**config.mk**
```make
export PLATFORM = sky130hd
export DESIGN_NAME = alu_arbiter_flat
export DESIGN_NICKNAME = d
export VERILOG_FILES = /design/src/rtl/alu_arbiter_if.sv /design/src/rtl/alu_arbiter.sv /design/src/flat_wrapper.sv
export SDC_FILE = /design/constraint.sdc
export NUM_CORES = 1
export LEC_CHECK = 0
export BUFFER_PORTS_ARGS = -buffer_cell sky130_fd_sc_hd__buf_2
export CAP_MARGIN = 20
export CORE_ASPECT_RATIO = 1.2
export CORE_UTILIZATION = 38
export DETAILED_ROUTE_END_ITERATION = 10
export GPL_TIMING_DRIVEN = 0
export PLACE_DENSITY_LB_ADDON = 0.15
export SLEW_MARGIN = 30
export SYNTH_ARGS = -nofsm -noshare
export SYNTH_HDL_FRONTEND = slang
export SYNTH_SLANG_ARGS = --single-unit
```
**constraint.sdc**
```tcl
create_clock -name clk -period 5 [get_ports clk]
set_input_delay 0.75 -clock clk [delete_from_list [all_inputs] [get_ports clk]]
set_output_delay 0.75 -clock clk [all_outputs]
set_load 0.03 [all_outputs]
```
**src/rtl/alu_arbiter_if.sv**
```systemverilog
// Bundle of request, shared-ALU and response signals around alu_arbiter.
// slave is the arbiter side; master is the requesters/ALU/consumer side.
interface alu_arbiter_if #(
    parameter int N   = 8,
    parameter int REQ = 4,
    parameter int IDW = 2
);
    logic [REQ-1:0]   req_valid;
    logic [REQ-1:0]   req_ready;
    logic [REQ*N-1:0] req_a;
    logic [REQ*N-1:0] req_b;
    logic [REQ*4-1:0] req_opcode;
    logic [REQ*3-1:0] req_sel;

    logic [N-1:0]     alu_a;
    logic [N-1:0]     alu_b;
    logic [3:0]       alu_opcode;
    logic [2:0]       alu_sel;
    logic [N-1:0]     alu_result;
    logic [2*N-1:0]   alu_mult_result;
    logic             alu_zero;
    logic             alu_carry;
    logic             alu_overflow;
    logic             alu_sign;

    logic             rsp_valid;
    logic             rsp_ready;
    logic [IDW-1:0]   rsp_id;
    logic [N-1:0]     rsp_result;
    logic [2*N-1:0]   rsp_mult_result;
    logic             rsp_zero;
    logic             rsp_carry;
    logic             rsp_overflow;
    logic             rsp_sign;
    logic             rsp_err;

    logic             busy;

    modport slave (
        input  req_valid, req_a, req_b, req_opcode, req_sel,
        input  alu_result, alu_mult_result, alu_zero, alu_carry, alu_overflow, alu_sign,
        input  rsp_ready,
        output req_ready,
        output alu_a, alu_b, alu_opcode, alu_sel,
        output rsp_valid, rsp_id, rsp_result, rsp_mult_result,
        output rsp_zero, rsp_carry, rsp_overflow, rsp_sign, rsp_err,
        output busy
    );

    modport master (
        output req_valid, req_a, req_b, req_opcode, req_sel,
        output alu_result, alu_mult_result, alu_zero, alu_carry, alu_overflow, alu_sign,
        output rsp_ready,
        input  req_ready,
        input  alu_a, alu_b, alu_opcode, alu_sel,
        input  rsp_valid, rsp_id, rsp_result, rsp_mult_result,
        input  rsp_zero, rsp_carry, rsp_overflow, rsp_sign, rsp_err,
        input  busy
    );
endinterface

```
**src/rtl/alu_arbiter.sv**
```systemverilog
// Round-robin arbiter sharing one external combinational ALU among REQ requesters.
//
// state   | meaning
// --------+---------------------------------------------------------------
// IDLE    | arbitrate from ptr, grant one requester, latch its operation
// EXEC    | drive latched operation into the ALU, capture result at end
// RESP    | hold response valid until the consumer accepts it
module alu_arbiter #(
    parameter int N   = 8,
    parameter int REQ = 4,
    parameter int IDW = 2
) (
    input  logic         clk,
    input  logic         rst_n,
    alu_arbiter_if.slave bus
);
    localparam logic [1:0] ST_IDLE = 2'd0;
    localparam logic [1:0] ST_EXEC = 2'd1;
    localparam logic [1:0] ST_RESP = 2'd2;

    localparam logic [3:0] OP_MUL = 4'b1001;

    logic [1:0]     state;
    logic [IDW-1:0] ptr;

    logic           found;
    logic [IDW-1:0] win;
    logic [IDW-1:0] idx_w;
    int             idx;

    logic [N-1:0]   win_a;
    logic [N-1:0]   win_b;
    logic [3:0]     win_op;
    logic [2:0]     win_sel;

    logic [N-1:0]   alu_a_q;
    logic [N-1:0]   alu_b_q;
    logic [3:0]     alu_op_q;
    logic [2:0]     alu_sel_q;

    logic [IDW-1:0] rsp_id_q;
    logic [N-1:0]   rsp_result_q;
    logic [2*N-1:0] rsp_mult_q;
    logic           rsp_zero_q;
    logic           rsp_carry_q;
    logic           rsp_overflow_q;
    logic           rsp_sign_q;
    logic           rsp_err_q;

    function automatic logic op_supported(input logic [3:0] op);
        return (op <= 4'd6) || (op == OP_MUL);
    endfunction

    // Rotating priority search starting at ptr, wrapping at REQ.
    always_comb begin
        found = 1'b0;
        win   = '0;
        idx   = 0;
        idx_w = '0;
        for (int k = 0; k < REQ; k++) begin
            idx = int'(ptr) + k;
            if (idx >= REQ) begin
                idx = idx - REQ;
            end
            idx_w = idx[IDW-1:0];
            if (!found && bus.req_valid[idx_w]) begin
                found = 1'b1;
                win   = idx_w;
            end
        end
    end

    always_comb begin
        win_a   = '0;
        win_b   = '0;
        win_op  = '0;
        win_sel = '0;
        for (int k = 0; k < REQ; k++) begin
            if (win == IDW'(k)) begin
                win_a   = bus.req_a[k*N +: N];
                win_b   = bus.req_b[k*N +: N];
                win_op  = bus.req_opcode[k*4 +: 4];
                win_sel = bus.req_sel[k*3 +: 3];
            end
        end
    end

    // Gated by rst_n so req_ready is zero while reset is held, not just after it.
    assign bus.req_ready = (state == ST_IDLE && found && rst_n) ? (REQ'(1) << win) : '0;

    always_ff @(posedge clk or negedge rst_n) begin
        if (!rst_n) begin
            state          <= ST_IDLE;
            ptr            <= '0;
            alu_a_q        <= '0;
            alu_b_q        <= '0;
            alu_op_q       <= '0;
            alu_sel_q      <= '0;
            rsp_id_q       <= '0;
            rsp_result_q   <= '0;
            rsp_mult_q     <= '0;
            rsp_zero_q     <= 1'b0;
            rsp_carry_q    <= 1'b0;
            rsp_overflow_q <= 1'b0;
            rsp_sign_q     <= 1'b0;
            rsp_err_q      <= 1'b0;
        end else begin
            case (state)
                ST_IDLE: begin
                    if (found) begin
                        ptr      <= (win == IDW'(REQ - 1)) ? '0 : win + 1'b1;
                        rsp_id_q <= win;
                        if (op_supported(win_op)) begin
                            alu_a_q   <= win_a;
                            alu_b_q   <= win_b;
                            alu_op_q  <= win_op;
                            alu_sel_q <= win_sel;
                            state     <= ST_EXEC;
                        end else begin
                            // Unsupported op bypasses the ALU entirely.
                            rsp_result_q   <= '0;
                            rsp_mult_q     <= '0;
                            rsp_zero_q     <= 1'b0;
                            rsp_carry_q    <= 1'b0;
                            rsp_overflow_q <= 1'b0;
                            rsp_sign_q     <= 1'b0;
                            rsp_err_q      <= 1'b1;
                            state          <= ST_RESP;
                        end
                    end
                end
                ST_EXEC: begin
                    rsp_err_q <= 1'b0;
                    if (alu_op_q == OP_MUL) begin
                        // ALU flags are stale for multiply; derive them from the product.
                        rsp_result_q   <= '0;
                        rsp_mult_q     <= bus.alu_mult_result;
                        rsp_zero_q     <= (bus.alu_mult_result == '0);
                        rsp_carry_q    <= 1'b0;
                        rsp_overflow_q <= 1'b0;
                        rsp_sign_q     <= bus.alu_mult_result[2*N-1];
                    end else begin
                        rsp_result_q   <= bus.alu_result;
                        rsp_mult_q     <= '0;
                        rsp_zero_q     <= bus.alu_zero;
                        rsp_carry_q    <= bus.alu_carry;
                        rsp_overflow_q <= bus.alu_overflow;
                        rsp_sign_q     <= bus.alu_sign;
                    end
                    state <= ST_RESP;
                end
                ST_RESP: begin
                    if (bus.rsp_ready) begin
                        state <= ST_IDLE;
                    end
                end
                default: state <= ST_IDLE;
            endcase
        end
    end

    assign bus.alu_a           = alu_a_q;
    assign bus.alu_b           = alu_b_q;
    assign bus.alu_opcode      = alu_op_q;
    assign bus.alu_sel         = alu_sel_q;

    assign bus.rsp_valid       = (state == ST_RESP);
    assign bus.rsp_id          = rsp_id_q;
    assign bus.rsp_result      = rsp_result_q;
    assign bus.rsp_mult_result = rsp_mult_q;
    assign bus.rsp_zero        = rsp_zero_q;
    assign bus.rsp_carry       = rsp_carry_q;
    assign bus.rsp_overflow    = rsp_overflow_q;
    assign bus.rsp_sign        = rsp_sign_q;
    assign bus.rsp_err         = rsp_err_q;

    assign bus.busy            = (state != ST_IDLE);
endmodule

```
**src/flat_wrapper.sv**
```systemverilog
// flat-port wrapper written by rule: the top's interface ports become plain ports
module alu_arbiter_flat 
#(
    parameter int N   = 8,
    parameter int REQ = 4,
    parameter int IDW = 2
)
  (clk, rst_n, bus_req_valid, bus_req_a, bus_req_b, bus_req_opcode, bus_req_sel, bus_alu_result, bus_alu_mult_result, bus_alu_zero, bus_alu_carry, bus_alu_overflow, bus_alu_sign, bus_rsp_ready, bus_req_ready, bus_alu_a, bus_alu_b, bus_alu_opcode, bus_alu_sel, bus_rsp_valid, bus_rsp_id, bus_rsp_result, bus_rsp_mult_result, bus_rsp_zero, bus_rsp_carry, bus_rsp_overflow, bus_rsp_sign, bus_rsp_err, bus_busy);
  alu_arbiter_if #(.N(N), .REQ(REQ), .IDW(IDW)) bus_i ();
  input  logic clk;
  input  logic rst_n;
  input wire logic [$bits(bus_i.req_valid)-1:0] bus_req_valid;
  input wire logic [$bits(bus_i.req_a)-1:0] bus_req_a;
  input wire logic [$bits(bus_i.req_b)-1:0] bus_req_b;
  input wire logic [$bits(bus_i.req_opcode)-1:0] bus_req_opcode;
  input wire logic [$bits(bus_i.req_sel)-1:0] bus_req_sel;
  input wire logic [$bits(bus_i.alu_result)-1:0] bus_alu_result;
  input wire logic [$bits(bus_i.alu_mult_result)-1:0] bus_alu_mult_result;
  input wire logic [$bits(bus_i.alu_zero)-1:0] bus_alu_zero;
  input wire logic [$bits(bus_i.alu_carry)-1:0] bus_alu_carry;
  input wire logic [$bits(bus_i.alu_overflow)-1:0] bus_alu_overflow;
  input wire logic [$bits(bus_i.alu_sign)-1:0] bus_alu_sign;
  input wire logic [$bits(bus_i.rsp_ready)-1:0] bus_rsp_ready;
  output wire logic [$bits(bus_i.req_ready)-1:0] bus_req_ready;
  output wire logic [$bits(bus_i.alu_a)-1:0] bus_alu_a;
  output wire logic [$bits(bus_i.alu_b)-1:0] bus_alu_b;
  output wire logic [$bits(bus_i.alu_opcode)-1:0] bus_alu_opcode;
  output wire logic [$bits(bus_i.alu_sel)-1:0] bus_alu_sel;
  output wire logic [$bits(bus_i.rsp_valid)-1:0] bus_rsp_valid;
  output wire logic [$bits(bus_i.rsp_id)-1:0] bus_rsp_id;
  output wire logic [$bits(bus_i.rsp_result)-1:0] bus_rsp_result;
  output wire logic [$bits(bus_i.rsp_mult_result)-1:0] bus_rsp_mult_result;
  output wire logic [$bits(bus_i.rsp_zero)-1:0] bus_rsp_zero;
  output wire logic [$bits(bus_i.rsp_carry)-1:0] bus_rsp_carry;
  output wire logic [$bits(bus_i.rsp_overflow)-1:0] bus_rsp_overflow;
  output wire logic [$bits(bus_i.rsp_sign)-1:0] bus_rsp_sign;
  output wire logic [$bits(bus_i.rsp_err)-1:0] bus_rsp_err;
  output wire logic [$bits(bus_i.busy)-1:0] bus_busy;
  assign bus_i.req_valid = bus_req_valid;
  assign bus_i.req_a = bus_req_a;
  assign bus_i.req_b = bus_req_b;
  assign bus_i.req_opcode = bus_req_opcode;
  assign bus_i.req_sel = bus_req_sel;
  assign bus_i.alu_result = bus_alu_result;
  assign bus_i.alu_mult_result = bus_alu_mult_result;
  assign bus_i.alu_zero = bus_alu_zero;
  assign bus_i.alu_carry = bus_alu_carry;
  assign bus_i.alu_overflow = bus_alu_overflow;
  assign bus_i.alu_sign = bus_alu_sign;
  assign bus_i.rsp_ready = bus_rsp_ready;
  assign bus_req_ready = bus_i.req_ready;
  assign bus_alu_a = bus_i.alu_a;
  assign bus_alu_b = bus_i.alu_b;
  assign bus_alu_opcode = bus_i.alu_opcode;
  assign bus_alu_sel = bus_i.alu_sel;
  assign bus_rsp_valid = bus_i.rsp_valid;
  assign bus_rsp_id = bus_i.rsp_id;
  assign bus_rsp_result = bus_i.rsp_result;
  assign bus_rsp_mult_result = bus_i.rsp_mult_result;
  assign bus_rsp_zero = bus_i.rsp_zero;
  assign bus_rsp_carry = bus_i.rsp_carry;
  assign bus_rsp_overflow = bus_i.rsp_overflow;
  assign bus_rsp_sign = bus_i.rsp_sign;
  assign bus_rsp_err = bus_i.rsp_err;
  assign bus_busy = bus_i.busy;
  alu_arbiter #(.N(N), .REQ(REQ), .IDW(IDW)) u_core (.clk(clk), .rst_n(rst_n), .bus(bus_i));
endmodule
```
==> out/qor.csv <==
stage,metric,value,unit
outcome,status,completed,
worst_setup_path,crit_type,in2out,
cts,cts_setup_buffers,0,
worst_setup_path,crit_path_start_kind,primary input,
cts,htreeDepth,3,
worst_setup_path,critPathMaxFanout,10,
worst_setup_path,cpMostUsedCell,buf_2,
cts,holdBufCountCts,0,
power_and_ir_drop,leakage,2.297,nW
timing,clock.fmax,257.5,MHz
timing,drv_slew,0,
logic_synthesis,synthDistinctLibCells,47,
global_route,grt_pass1_wl,15.45,mm
place,place_hpwl,7.538,mm
global_route,use_met3,5.873,%
cts,cts_sinks,58,
worst_setup_path,crit_buf_inv,6,
drt,post-route-drc-count,0,
logic_synthesis,synth_top_family_by_area,compound AO/OA/AOI/OAI gates,
power_and_ir_drop,p_total,2.863,mW
cts,clk_latency,0.34,ns
layout,seqCellArea,0.001451,mm^2
timing,finalHoldViolations,0,
layout,syn_to_final_growth,37.57,%
timing,holdWs,0.4887,ns
timing,fin_setup_tns,0,ns
logic_synthesis,synthCells,307,
hold_path,worstHoldPathType,in2async,
global_route,use_met2,37.44,%
layout,final_area,0.004563,mm^2
worst_setup_path,r2r-start,u_core.ptr[1],
worst_setup_path,reg2reg_slack,1.40,ns
worst_setup_path,crit_family,buffers and inverters,
timing,setup_viol,0,
logic_synthesis,postSynthNetCount,438,
layout,fin_nets,635,
timing,worst_pin_slew,0.7596,ns
place,globalplace.congestion,0.7570,
logic_synthesis,ys.warnings.count,0,
layout,num_antenna_cells,0,
logic_synthesis,yosys.area_share.adder,1.509,%
timing,rsz0062_at_grt,false,
drt,vias,3296,
power_and_ir_drop,pwr_density_cell,627.5,mW/mm^2
timing,skew,0.01410,ns
logic_synthesis,synthMuxAreaShare,9.506,%
global_route,antenna_found_initial,0,
cts,ctsResizeCount,0,
die,io_pins,187,
die,core_area,0.008288,mm^2
layout,fill_cells,807,
worst_setup_path,critPathMaxStageDelay,0.60,ns
worst_setup_path,rr_endpoint,u_core.bus.alu_a[7],
drt,drtPass1Iterations,4,
logic_synthesis,synth_compound_area_share,25.95,%
flow_run,drv_cap,0,
drt,routed_via_density,5.291,
die,fp.dieArea,0.009108,mm^2
global_route,use_met1,25.79,%
worst_setup_path,cp.arrival,3.13,ns
logic_synthesis,synth_area_per_cell,10.80,um^2
logic_synthesis,synthFlopType,dfrtp_1,
timing,worst_slack,1.116,ns
logic_synthesis,synth_edf_count,0,
place,dp_slack,1.041,ns
place,dp.cells,607,
worst_setup_path,worstRegToRegCells,11,
cts,clk_path_buf_depth,2,
logic_synthesis,yosys.area_share.simple,14.33,%
timing,relSlewSlack,49.36,%
worst_setup_path,critPathRequiredTime,4.25,ns
timing,fin_crit,3.884,ns
timing,final.period_utilization,77.68,%
die,die_height,104.3,um
global_route,busiest_layer,met2,
global_route,track_usage,21.91,%
global_route,grt-ovfl-total,0,
cts,cts_made_buffers,9,
worst_setup_path,crit_chain,buf_2 -> nor3b_1 -> a211oi_1 -> inv_1 -> ha_1 -> buf_2 -> clkbuf_1 -> clkbuf_1 -> and3_1 -> buf_2,
drt,wire_per_inst,15.71,um
layout,stdcell_count,623,
global_route,grt_max_degree,63,
logic_synthesis,async_flop_share,100.0,%
place,dpl_cell_area,0.004393,mm^2
place,portBuffers,186,
die,rows,36,
logic_synthesis,syn_area,0.003317,mm^2
worst_setup_path,endpoint_kind,primary output,
cts,cts_tree,yes,
layout,multiInputGateArea,0.001702,mm^2
die,die_w,87.29,um
drt,wl,9.787,mm
logic_synthesis,ys_ff_latch,58,
drt,ant_nets,0,
power_and_ir_drop,vdd_ir_drop_max,0.2529,mV
worst_setup_path,cpMaxStageDelayCell,a211oi_1,
logic_synthesis,yosysSeqAreaShare,43.76,%
global_route,grt_pass1_vias,3273,
cts,clock_tree.root_cell,clkbuf_8,
die,start_util,40.02,%
logic_synthesis,synth-xor-area-share,0,%
layout,post-route-util,55.06,%
drt,drtIter0Drc,109,
cts,cts.clk_slew.worst_paths,0.08,ns
layout,layout-drive-gt1-share,46.76,%
how the worst max path moves through the flow:
stage | endpoint | cells after the start | start
finish | bus_req_ready[2] | 10 | bus_req_valid[0]
global route | bus_req_ready[2] | 10 | bus_req_valid[0]
CTS | bus_req_ready[2] | 10 | bus_req_valid[0]
detailed placement | u_core.bus.alu_a[7] | 12 | bus_req_valid[0]
global placement | u_core.bus.alu_a[0] | 12 | bus_req_valid[0]
floorplan | u_core.bus.alu_a[0] | 11 | bus_req_valid[0]
report_power, final:
group / leakage, nW / switching, mW / internal (mW)
sequential: 0.752 / 0.0994 / 0.630
combinational: 1.46 / 1.03 / 0.731
clock: 0.0810 / 0.194 / 0.177
sequential cells by signal, summed over array words and instances (netlist names):
name,count
u_core.bus.rsp_mult_result,16
u_core.bus.alu_a,8
u_core.bus.alu_b,8
u_core.bus.rsp_result,8
u_core.bus.alu_opcode,4
u_core.bus.alu_sel,3
u_core.bus.rsp_id,2
u_core.ptr,2
u_core.state,2
u_core.bus.rsp_carry,1
u_core.bus.rsp_err,1
u_core.bus.rsp_overflow,1
u_core.bus.rsp_sign,1
u_core.bus.rsp_zero,1
per-layer routing:
layer / up-vias / part of all wire (%)
li1: 1584 / -
met1: 1579 / 42
met2: 127 / 51
met3: 6 / 6.5
met4: 0 / 0.99
met5: - / 0
placed cells by master (no fill, tap or decap), types with 3 or more instances in the layout:
| cell type | count |
|---|---|
| buf_6 | 4 |
| nand2_1 | 29 |
| nor2_1 | 5 |
| inv_1 | 6 |
| a32o_1 | 26 |
| clkbuf_8 | 9 |
| nand2b_1 | 3 |
| mux2_4 | 19 |
| o31ai_1 | 20 |
| nor3b_1 | 3 |
| buf_2 | 190 |
| mux2i_1 | 3 |
| a211oi_1 | 3 |
| ha_1 | 4 |
| a21oi_1 | 8 |
| and3_1 | 4 |
| o21ai_0 | 5 |
| clkinvlp_4 | 3 |
| clkbuf_1 | 17 |
| a221oi_1 | 19 |
| clkinv_2 | 3 |
| dfrtp_1 | 58 |
| nor4_1 | 5 |
| nor2b_1 | 23 |
logic make-up (layout without fill, tap and decap cells):
kind of cell               count (synthesis)  in the layout
DFF                                       58             58
and+or+nand+nor                           86             86
buffers and inverters                     34            236
muxes                                     22             22
adders and majority gates                  4              4
AOI/OAI and AO/OA                        103            103
cells in the mapped netlist, drive strengths merged, types with 3 or more instances:
library cell	count	share of area (%)
a211oi	5	1.4
nor2	5	0.57
nor2b	23	4.3
o21ai	5	0.75
nor4	5	0.94
a32o	26	7.8
ha	4	1.5
dfrtp	58	44
nand2	29	3.3
o31ai	20	4.5
buf	11	2.3
mux2	19	8.6
a21oi	9	1.5
mux2i	3	0.91
clkbuf	17	1.9
and3	4	0.75
nand3b	3	1.1
nand2b	3	0.57
a221oi	20	5.5
inv	6	0.68
nor3b	3	0.68
final cells by class:
cell class                      count  area share, %
Buffer                             28          3.098
Clock buffer                        9          2.715
Clock inverter                      7          1.015
Inverter                            6         0.4936
Multi-Input combinational cell    215          37.29
Sequential cell                    58          31.81
Tap cell                          114          3.126
Timing Repair Buffer              186          20.46
Note: power is estimated with default switching activity, not from simulation.
